`config.mk`:
```
export PLATFORM = sky130hd
export DESIGN_NAME = accumulator_8bit
export DESIGN_NICKNAME = d
export VERILOG_FILES = /design/src/rtl/accumulator_8bit.sv
export SDC_FILE = /design/constraint.sdc
export NUM_CORES = 1
export LEC_CHECK = 0
export CAP_MARGIN = 15
export CORE_MARGIN = 3
export CORE_UTILIZATION = 45
export DETAILED_ROUTE_END_ITERATION = 6
export DONT_BUFFER_PORTS = 1
export PLACE_DENSITY = 0.69
export SYNTH_ARGS = -nofsm -noshare
export SYNTH_HDL_FRONTEND = slang
export SYNTH_SLANG_ARGS = --single-unit
```
`constraint.sdc`:
```
create_clock -name clk -period 7.7 [get_ports clk]
set_input_delay 0.385 -clock clk [delete_from_list [all_inputs] [get_ports clk]]
set_output_delay 0.385 -clock clk [all_outputs]
set_load 0.03 [all_outputs]
```
`src/rtl/accumulator_8bit.sv`:
```
// Handshaked 8-bit signed accumulator: LOAD/ADD/SUB/CLEAR through one ripple-carry chain,
// with optional saturation, sticky overflow and a completed-operation counter.
module accumulator_8bit #(
    parameter bit          SATURATE = 1'b0,
    parameter int unsigned COUNT_W  = 4
) (
    input  logic               clk,
    input  logic               rst,
    input  logic               in_valid,
    output logic               in_ready,
    input  logic [1:0]         in_op,
    input  logic [7:0]         in_data,
    output logic               out_valid,
    input  logic               out_ready,
    output logic [7:0]         out_acc,
    output logic               out_ovf,
    output logic               sticky_ovf,
    output logic [COUNT_W-1:0] op_count
);

    typedef enum logic [1:0] {StIdle, StExec, StResp} state_e;

    localparam logic [1:0] OpLoad  = 2'b00;
    localparam logic [1:0] OpAdd   = 2'b01;
    localparam logic [1:0] OpSub   = 2'b10;
    localparam logic [1:0] OpClear = 2'b11;

    state_e     state_q;
    logic [7:0] acc_q;
    logic [7:0] data_q;
    logic [1:0] op_q;

    logic       sub;
    logic [7:0] b;
    logic [7:0] sum;
    logic [8:0] carry;
    logic       add_ovf;
    logic [7:0] acc_next;
    logic       ovf_next;

    // Subtraction reuses the adder as acc + ~d + 1.
    assign sub      = (op_q == OpSub);
    assign b        = sub ? ~data_q : data_q;
    assign carry[0] = sub;

    for (genvar i = 0; i < 8; i++) begin : g_ripple
        assign sum[i]     = acc_q[i] ^ b[i] ^ carry[i];
        assign carry[i+1] = (acc_q[i] & b[i]) | (carry[i] & (acc_q[i] ^ b[i]));
    end

    // Carry into and out of the sign bit disagree exactly on signed overflow.
    assign add_ovf = carry[8] ^ carry[7];

    always_comb begin
        acc_next = acc_q;
        ovf_next = 1'b0;
        case (op_q)
            OpLoad: acc_next = data_q;
            OpAdd, OpSub: begin
                ovf_next = add_ovf;
                if (add_ovf && SATURATE) begin
                    acc_next = acc_q[7] ? 8'h80 : 8'h7F;
                end else begin
                    acc_next = sum;
                end
            end
            OpClear: acc_next = 8'h00;
            default: acc_next = acc_q;
        endcase
    end

    always_ff @(posedge clk) begin
        if (rst) begin
            state_q    <= StIdle;
            acc_q      <= 8'h00;
            data_q     <= 8'h00;
            op_q       <= OpLoad;
            in_ready   <= 1'b1;
            out_valid  <= 1'b0;
            out_acc    <= 8'h00;
            out_ovf    <= 1'b0;
            sticky_ovf <= 1'b0;
            op_count   <= '0;
        end else begin
            case (state_q)
                StIdle: begin
                    if (in_valid) begin
                        op_q     <= in_op;
                        data_q   <= in_data;
                        in_ready <= 1'b0;
                        state_q  <= StExec;
                    end
                end
                StExec: begin
                    acc_q     <= acc_next;
                    out_acc   <= acc_next;
                    out_ovf   <= ovf_next;
                    out_valid <= 1'b1;
                    state_q   <= StResp;
                    if (op_q == OpClear) begin
                        sticky_ovf <= 1'b0;
                        op_count   <= '0;
                    end else begin
                        sticky_ovf <= sticky_ovf | ovf_next;
                        op_count   <= op_count + 1'b1;
                    end
                end
                StResp: begin
                    if (out_ready) begin
                        out_valid <= 1'b0;
                        in_ready  <= 1'b1;
                        state_q   <= StIdle;
                    end
                end
                default: begin
                    state_q  <= StIdle;
                    in_ready <= 1'b1;
                end
            endcase
        end
    end

endmodule

```
==> impl_metrics.toml <==
[critical_path]
regToRegEndpoint = "acc_q[7]"
crit_family = "adder cells"
critPathMaxStageDelay_ns = 0.48
critPathArrivalTime_ns = 4.21
crit_chain = "ha_1, xnor2_1, fa_1, fa_1, inv_1, fa_1, inv_1, fa_1, inv_1, fa_1, fa_1, inv_1, fa_1, inv_1, a221oi_1, a211oi_1"
end_kind = "flop"
cpMostUsedCell = "fa_1"
cp-startpoint = "op_q[1]"
cpMaxStageDelayCell = "fa_1"
critPathMaxFanout = 8
critPathRequiredTime_ns = 7.93
worst_r2r_path_depth = 16
rrSetupSlack_ns = 3.72
critPathCapture = "acc_q[7]"
r2r_start = "op_q[1]"
start_kind = "flop"
critPathBufInv = 5
critPathKind = "flop to flop"
cp_num_cells = 16

[grt]
antenna_found_initial = 0
gr-usage-met3_pct = 3.957
grt_start_max_net_pins = 25
grt_pass1_vias = 1023
gr-max-usage-layer = "met2"
grtUsageMet2_pct = 24.51
grt_pass1_wl_um = 4781
grt_usage_pct = 14.74
grt_remaining_overflow = 0
grt_use_met1_pct = 18.44

[synth]
syn_inst = 147
synthArstFlopShare_pct = 0
yosys_register_bits = 28
yosysUniqueCellTypes = 32
yosys.area.top_type_share_pct = 38.42
syn_area_um2 = 1459
ys_top_cells_by_area = "dfxtp_1, fa_1, mux2i_1, nor2_1, inv_1"
syn-num-nets = 172
yosysWarnings = 0
synth_top_cell_by_area = "dfxtp_1"
synth_most_common_cell = "dfxtp_1"
synth-seq-area-share_pct = 38.42
synth_edf_count = 0
ys_top_cells_by_count = "dfxtp_1, nor2_1, inv_1"
syn_avg_cell_area_um2 = 9.924
ys.flop_type = "dfxtp_1"

[cells_and_area]
antenna_cells = 0
final_cells = 186
syn_to_final_growth_pct = 2.659
nets = 168
drive_above_1_share_pct = 7.042

[clock_network]
clkSinkCount = 28
cts_hold_buf = 0
clk_latency_ns = 0.33
cts-resized-gates = 0
cts_buffer_depth = 2
htreeDepth = 1
root_buffer = "clkbuf_4"
cts_buffers = 3
clk_pin_slew_ns = 0.16
post-cts-setup-buffer-count = 0
cts_tree = "built"

[routing]
postRouteAntennaNets = 0
num_vias = 987
drt_first_pass_iters = 4
drc = 0
routed_wl_um = 2772
viasPerCell = 5.306
dr.first_iter.drc_count = 37
wire_per_inst_um = 14.90

[placement]
port_buffers = 0
routabilityCongestion = 0.7479
place_ws_ns = 3.739
hpwl_um = 1938
dp.cells = 182

[sta]
grt_setup_unrepaired = "no"
hold-worst-slack_ns = 0.1008
hold_viol_final = 0
finalMaxSlewViolations = 0
tightest_slew_ns = 1.096
max_freq_ghz = 0.2514
setup_slack_ns = 3.722
relSlewSlack_pct = 26.62
setup_viol = 0
finalCritPeriodShare_pct = 51.66
min_period_ns = 3.978
fin_setup_tns_ns = 0
skew_ns = 0.009910

[pwr]
combPwrFrac_pct = 15.3
internal_power_mw = 0.2282
powerDensity_nw_per_um2 = 212.0
p_total_mw = 0.3175
pwr-share-clk_pct = 30.5
swShare_pct = 28.13
power_frac_seq_pct = 54.2
peakVddDrop_uv = 100.9
leakage_nw = 0.5984
power_switching_mw = 0.08932

[floorplan]
core-area_um2 = 3078
die_h_um = 62.94
ios = 30
start_util_pct = 47.40
num_rows = 20
die_area_um2 = 3961
fp.dieW_um = 62.94

[min_path]
min_path_type = "input port to flop"

[flow_run]
maxCapViolCount = 0

[status]
run_status = "completed"
==> state kept, by name, summed over array words and instances (netlist names) <==
signal and flops:
acc_q 8, state_q 2, data_q 8, sticky_ovf 1, out_ovf 1, op_q 2
in_ready 1, op_count 4, out_valid 1
==> routing by layer <==
| metal | wire (µm) | part of all wire, % |
|---|---|---|
| met5 | 0 | 0 |
| met4 | 56 | 2.0 |
| met3 | 201 | 7.3 |
| met2 | 1339 | 48 |
| met1 | 1174 | 42 |
==> cells by family (layout without fill, tap and decap cells) <==
| group | after synthesis | count (layout) | synth area share (%) |
|---|---|---|---|
| compound gates | 25 | 25 | 13.38 |
| mux | 11 | 11 | 7.547 |
| simple gates | 37 | 37 | 12.78 |
| fa+ha+maj | 11 | 11 | 13.04 |
| flops | 28 | 28 | 38.42 |
| xor+xnor | 10 | 10 | 6.003 |
| buf+inv | 25 | 20 | 8.833 |
==> area by class of cell <==
class                           count  area [µm²]
Multi-Input combinational cell     94       769.5
Clock inverter                      1       30.03
Sequential cell                    28       560.5
Clock buffer                        3       22.52
Inverter                           16       60.06
Fill cell                         301        1580
Tap cell                           44       55.05
==> power groups by stage <==
stage / combinational (mW) / sequential, mW / clock (mW)
floorplan: 0.0461 / 0.172 / 0
global placement: 0.0459 / 0.175 / 0
detailed placement: 0.0485 / 0.176 / 0
CTS: 0.0492 / 0.172 / 0.0991
global route: 0.0560 / 0.174 / 0.106
finish: 0.0485 / 0.172 / 0.0969
==> worst min-delay path by stage <==
stage | start | endpoint | depth (start not counted)
2_1_floorplan | rst | acc_q[3] | 1
3_3_place_gp | rst | acc_q[0] | 1
3_5_place_dp | rst | acc_q[0] | 1
4_1_cts | rst | acc_q[0] | 1
5_1_grt | rst | state_q[1] | 1
6_report | rst | acc_q[0] | 1
==> metrics by stage <==
step                area [µm²]  util, %
finish                    1498    48.66
global route              1498    48.66
CTS                       1498    48.66
detailed placement        1445    46.95
global placement          1445    46.95
floorplan                 1459        -
==> layout by cell type, fill, tap and decap left out, types with 3 or more instances in the layout <==
master	instances
clkbuf_4	3
nor2b_1	3
inv_1	16
xor2_1	4
ha_1	4
a211oi_1	5
nor2_1	18
xnor2_1	6
a221oi_1	5
a21oi_1	6
nand2_1	3
fa_1	7
mux2i_1	11
dfxtp_1	28
nor3_1	5
Note: power is estimated with default switching activity, not from simulation.
